[config.mk]
export PLATFORM = sky130hd
export DESIGN_NAME = regwrite_tracer
export DESIGN_NICKNAME = d
export VERILOG_FILES = /design/src/rtl/regwrite_tracer.sv
export SDC_FILE = /design/constraint.sdc
export NUM_CORES = 2
export LEC_CHECK = 0
export CAP_MARGIN = 20
export CORE_ASPECT_RATIO = 1.2
export CORE_MARGIN = 8
export CORE_UTILIZATION = 38
export CTS_CLUSTER_DIAMETER = 150
export DETAILED_ROUTE_END_ITERATION = 6
export DONT_BUFFER_PORTS = 1
export GPL_ROUTABILITY_DRIVEN = 0
export MAX_ROUTING_LAYER = met4
export PLACE_DENSITY_LB_ADDON = 0.15
export SLEW_MARGIN = 20
export SYNTH_ARGS = -nofsm -noshare
export SYNTH_HDL_FRONTEND = slang
export SYNTH_SLANG_ARGS = --single-unit
[constraint.sdc]
create_clock -name clk -period 6.81 [get_ports clk]
set_input_delay 1.0215 -clock clk [delete_from_list [all_inputs] [get_ports clk]]
set_output_delay 1.0215 -clock clk [all_outputs]
set_load 0.005 [all_outputs]
[src/rtl/regwrite_tracer.sv]
// regwrite_tracer: snoops the register-file write port and logs value changes on watched registers into a FIFO
// Ports:
//   clk, reset (sync, active-low)
//   en                          tracing enable
//   rf_we, rf_waddr, rf_wdata   register-file write port being snooped
//   out_valid/out_ready         head-of-FIFO handshake
//   out_cycle/out_addr/out_old/out_new  head entry fields, 0 while empty
//   count, overflow, dropped    occupancy and overflow accounting
module regwrite_tracer #(
   parameter int DATA_W = 32,
   parameter int ADDR_W = 5,
   parameter logic [2**ADDR_W-1:0] WATCH_MASK = 32'h0003_0100,
   parameter int DEPTH = 8,
   parameter int CNT_W = 16
) (
   input  logic                     clk,
   input  logic                     reset,
   input  logic                     en,
   input  logic                     rf_we,
   input  logic [ADDR_W-1:0]        rf_waddr,
   input  logic [DATA_W-1:0]        rf_wdata,
   output logic                     out_valid,
   input  logic                     out_ready,
   output logic [CNT_W-1:0]         out_cycle,
   output logic [ADDR_W-1:0]        out_addr,
   output logic [DATA_W-1:0]        out_old,
   output logic [DATA_W-1:0]        out_new,
   output logic [$clog2(DEPTH):0]   count,
   output logic                     overflow,
   output logic [CNT_W-1:0]         dropped
);
   localparam int PW = $clog2(DEPTH);
   localparam int NREG = 2**ADDR_W;
   typedef struct packed {
      logic [CNT_W-1:0]  cyc;
      logic [ADDR_W-1:0] addr;
      logic [DATA_W-1:0] old_v;
      logic [DATA_W-1:0] new_v;
   } entry_t;
   logic [CNT_W-1:0] cyc;
   logic [DATA_W-1:0] shadow [NREG];
   entry_t mem [DEPTH];
   logic [PW-1:0] wr_ptr, rd_ptr;
   logic [DATA_W-1:0] cur;
   logic log_hit, full, pop, push, drop;
   entry_t head;
   assign out_valid = count != '0;
   assign out_cycle = head.cyc;
   assign out_addr = head.addr;
   assign out_old = head.old_v;
   assign out_new = head.new_v;
   // cur is the pre-update shadow, so a same-cycle shadow write still logs the old value
   always_comb begin
      cur = shadow[rf_waddr];
      log_hit = rf_we && en && WATCH_MASK[rf_waddr] && rf_waddr != '0 && rf_wdata != cur;
      full = count == (PW+1)'(DEPTH);
      pop = out_valid && out_ready;
      push = log_hit && (!full || pop);
      drop = log_hit && full && !pop;
      head = out_valid ? mem[rd_ptr] : '0;
   end
   always_ff @(posedge clk) begin
      if (!reset) begin
         cyc <= '0;
         wr_ptr <= '0;
         rd_ptr <= '0;
         count <= '0;
         overflow <= 1'b0;
         dropped <= '0;
         for (int i = 0; i < NREG; i++) shadow[i] <= '0;
      end else begin
         cyc <= cyc + 1'b1;
         if (rf_we && rf_waddr != '0) shadow[rf_waddr] <= rf_wdata;
         if (push) wr_ptr <= wr_ptr + 1'b1;
         if (pop) rd_ptr <= rd_ptr + 1'b1;
         count <= count + (PW+1)'(push) - (PW+1)'(pop);
         if (drop) overflow <= 1'b1;
         if (drop && dropped != '1) dropped <= dropped + 1'b1;
      end
   end
   // storage needs no reset: pointers and count define which slots are live
   always_ff @(posedge clk) begin
      if (push) mem[wr_ptr] <= {cyc, rf_waddr, cur, rf_wdata};
   end
endmodule

==> reports/qor.yml <==
run_status: "completed"
period_minus_slack_ps: 6560
setup_viol: 0
synthCells: 4725
ys_top_cells_by_count: "edfxtp_1 (1704), and2_1 (997), mux2i_1 (605)"
cts_buffer_depth: 3
vias_per_cell: 5.48
drc: 0
finalMaxSlewViolations: 0
p_per_area_mw_per_mm2: 297
postRouteWirelength_um: 231000
min_path_type: "input pin to register"
p_total_mw: 25.0
cts_tree: "built"
fin_area_mm2: 0.0842
syn-cell-area_mm2: 0.0745
h-tree-depth: 4
area_growth_pct: 13.0
fin_skew_ps: 34.1
place_ws_ps: 805
grt_max_degree: 527
required_ps: 7520
crit_type: "input pin to register"
synth_cell_type_count: 49
start_kind: "input pin"
grt_pass1_vias: 41200
dieWidth_um: 420
placed_area_mm2: 0.0784
max_freq_ghz: 0.152
critical-path-slowest-cell: "nor4_1"
row_count: 178
synthMostInstantiatedCell: "edfxtp_1"
grt_pass1_wl_um: 322000
clk_latency_ps: 840
drv_cap: 0
endpoint_kind: "register"
wl_per_cell_um: 30.9
ios: 149
yosysWarnings: 0
layout_setup_ws_ps: 248
cp.arrival_ps: 7270
fin_tns_setup_ps: 0
post_cts_buffers: 0
synth_top_flop_cell: "edfxtp_1"
drtAntennaViolNets: 0
dr.first_iter.drc_count: 4068
vdd_drop_max_mv: 0.495
rsz0062_at_grt: "false"
fin_cells: 7477
num_vias: 41000
cts-root-buf: "clkbuf_16"
layout_worst_path_cycle_share: 0.964
clk_pin_slew_ps: 60
core_area_mm2: 0.196
grt_usage: 0.220
worstMarginPinSlew_ps: 1170
drive_gt1_frac: 0.141
p_leak_nw: 28.8
post-dp-hpwl_um: 135000
crit_fanout: 138
nets: 4768
worst_path_most_repeated_cell: "buf_16"
firstDrtPassIters: 6
avgSynthCellArea_um2: 15.8
fillers: 17400
ys_ff_latch: 1750
dp.cells: 7141
synthTopCellsByArea: "edfxtp_1 (69%), and2_1 (8.4%), mux2i_1 (8.1%)"
antenna_found_initial: 22
io_buffers: 0
postCtsHoldBufs: 0
async_flop_share: 0
yosysTopAreaCell: "edfxtp_1"
ys_seq_area_frac: 0.699
cp_cell_sequence: "buf_16 > buf_16 > buf_16 > mux2i_1 > o22ai_1 > nor4_1 > a21oi_1 > nor4_1 > nand4_1 > nor4_4 > buf_4 > nand2b_1 > mux2_2 > ha_1 > inv_1 > fa_1 > xor2_1 > nor2_1"
grt_overflow: 0
hold_viol: 0
die_h_um: 501
cts_buffers: 177
synth_edf_count: 1704
relSlewSlack: 0.219
ctsResizeCount: 0
dieArea_mm2: 0.211
start_util: 0.381
clkSinkCount: 1750
slowest_delay_ps: 710
synth_top_area_frac: 0.687
==> area by class of cell <==
cell class	instances	area (um^2)	share of cell area
Antenna cell	4	10.0	0.000119
Tap cell	2610	3270	0.0388
Clock buffer	225	4730	0.0562
Multi-Input combinational cell	2604	21400	0.254
Inverter	6	23.8	0.000282
Sequential cell	1750	52100	0.619
Timing Repair Buffer	177	1800	0.0213
Clock inverter	101	881	0.0105
==> state kept, by name, summed over array words and instances (netlist names), named ones only <==
signal	cells
shadow	1024
rd_ptr	3
overflow	1
cyc	16
wr_ptr	3
count	4
mem	680
dropped	16
==> per-layer routing <==
metal	up-vias	track usage	wire length (um)
met5	-	-	0
met4	0	0.0665	7430
met3	397	0.0317	14100
met2	1511	0.374	116000
met1	21300	0.275	92900
li1	17800	-	-
==> critical path, delay by kind of cell <==
family	cells	cell delay [ps]
buf+inv	5	2000
fa+ha+maj	2	550
compound gates	2	350
mux	2	460
simple gates	6	2340
xor+xnor	1	140
==> logic make-up (layout without fill, tap and decap cells) <==
| group | after synthesis | in the layout | synth area share |
|---|---|---|---|
| compound gates | 352 | 352 | 0.0287 |
| xor+xnor | 14 | 14 | 0.00165 |
| fa+ha+maj | 10 | 10 | 0.00178 |
| mux | 776 | 776 | 0.133 |
| simple gates | 1420 | 1420 | 0.113 |
| other cells | 1 | 36 | 0.0000503 |
| buf+inv | 402 | 509 | 0.0224 |
| flops | 1750 | 1750 | 0.699 |
==> per-stage QoR <==
step	hold slack (ps)	utilization
floorplan	454	-
global placement	459	0.401
detailed placement	464	0.401
CTS	223	0.430
global route	224	0.431
finish	278	0.431
==> cell usage in the layout (no fill, tap or decap), types with 6 or more instances in the layout <==
cell and count:
edfxtp_1 1704, and2_1 996, mux2i_1 605, o22ai_1 254, clkbuf_16 182, mux4_2 170
buf_4 143, nor2_1 111, nor4_1 75, nand2_1 62, a21oi_1 49, dfxtp_1 43
and3_1 42, clkbuf_1 40, clkinv_1 38, clkinv_2 36, conb_1 32, buf_12 28
o21ai_4 27, nor2_2 23, nand3_1 19, bufinv_16 12, or4_1 11, nand4_1 10
nand2b_1 10, xor2_1 10, o31ai_1 10, ha_1 9, nand4b_1 6, nand4bb_2 6
nor2b_1 6
==> report_power, final <==
group	internal, mW	total (mW)	switching, mW
logic	1.19	3.05	1.85
registers	12.2	12.4	0.177
clock network	5.38	9.55	4.17
total	18.8	25.0	6.20
==> worst paths after layout <==
check	startpoint	end	slack (ps)	cells after the start
setup / recovery	rf_waddr[1]	count[2]$_SDFF_PN0_	250	18
setup reg to reg	shadow[30][28]$_SDFFCE_PN0P_	count[2]$_SDFF_PN0_	2140	15
hold reg to reg	rd_ptr[1]$_SDFFE_PN0P_	register	480	2
hold / removal	rf_wdata[19]	mem[6][19]$_DFFE_PP_	280	0
(Power assumes the default switching activity.)
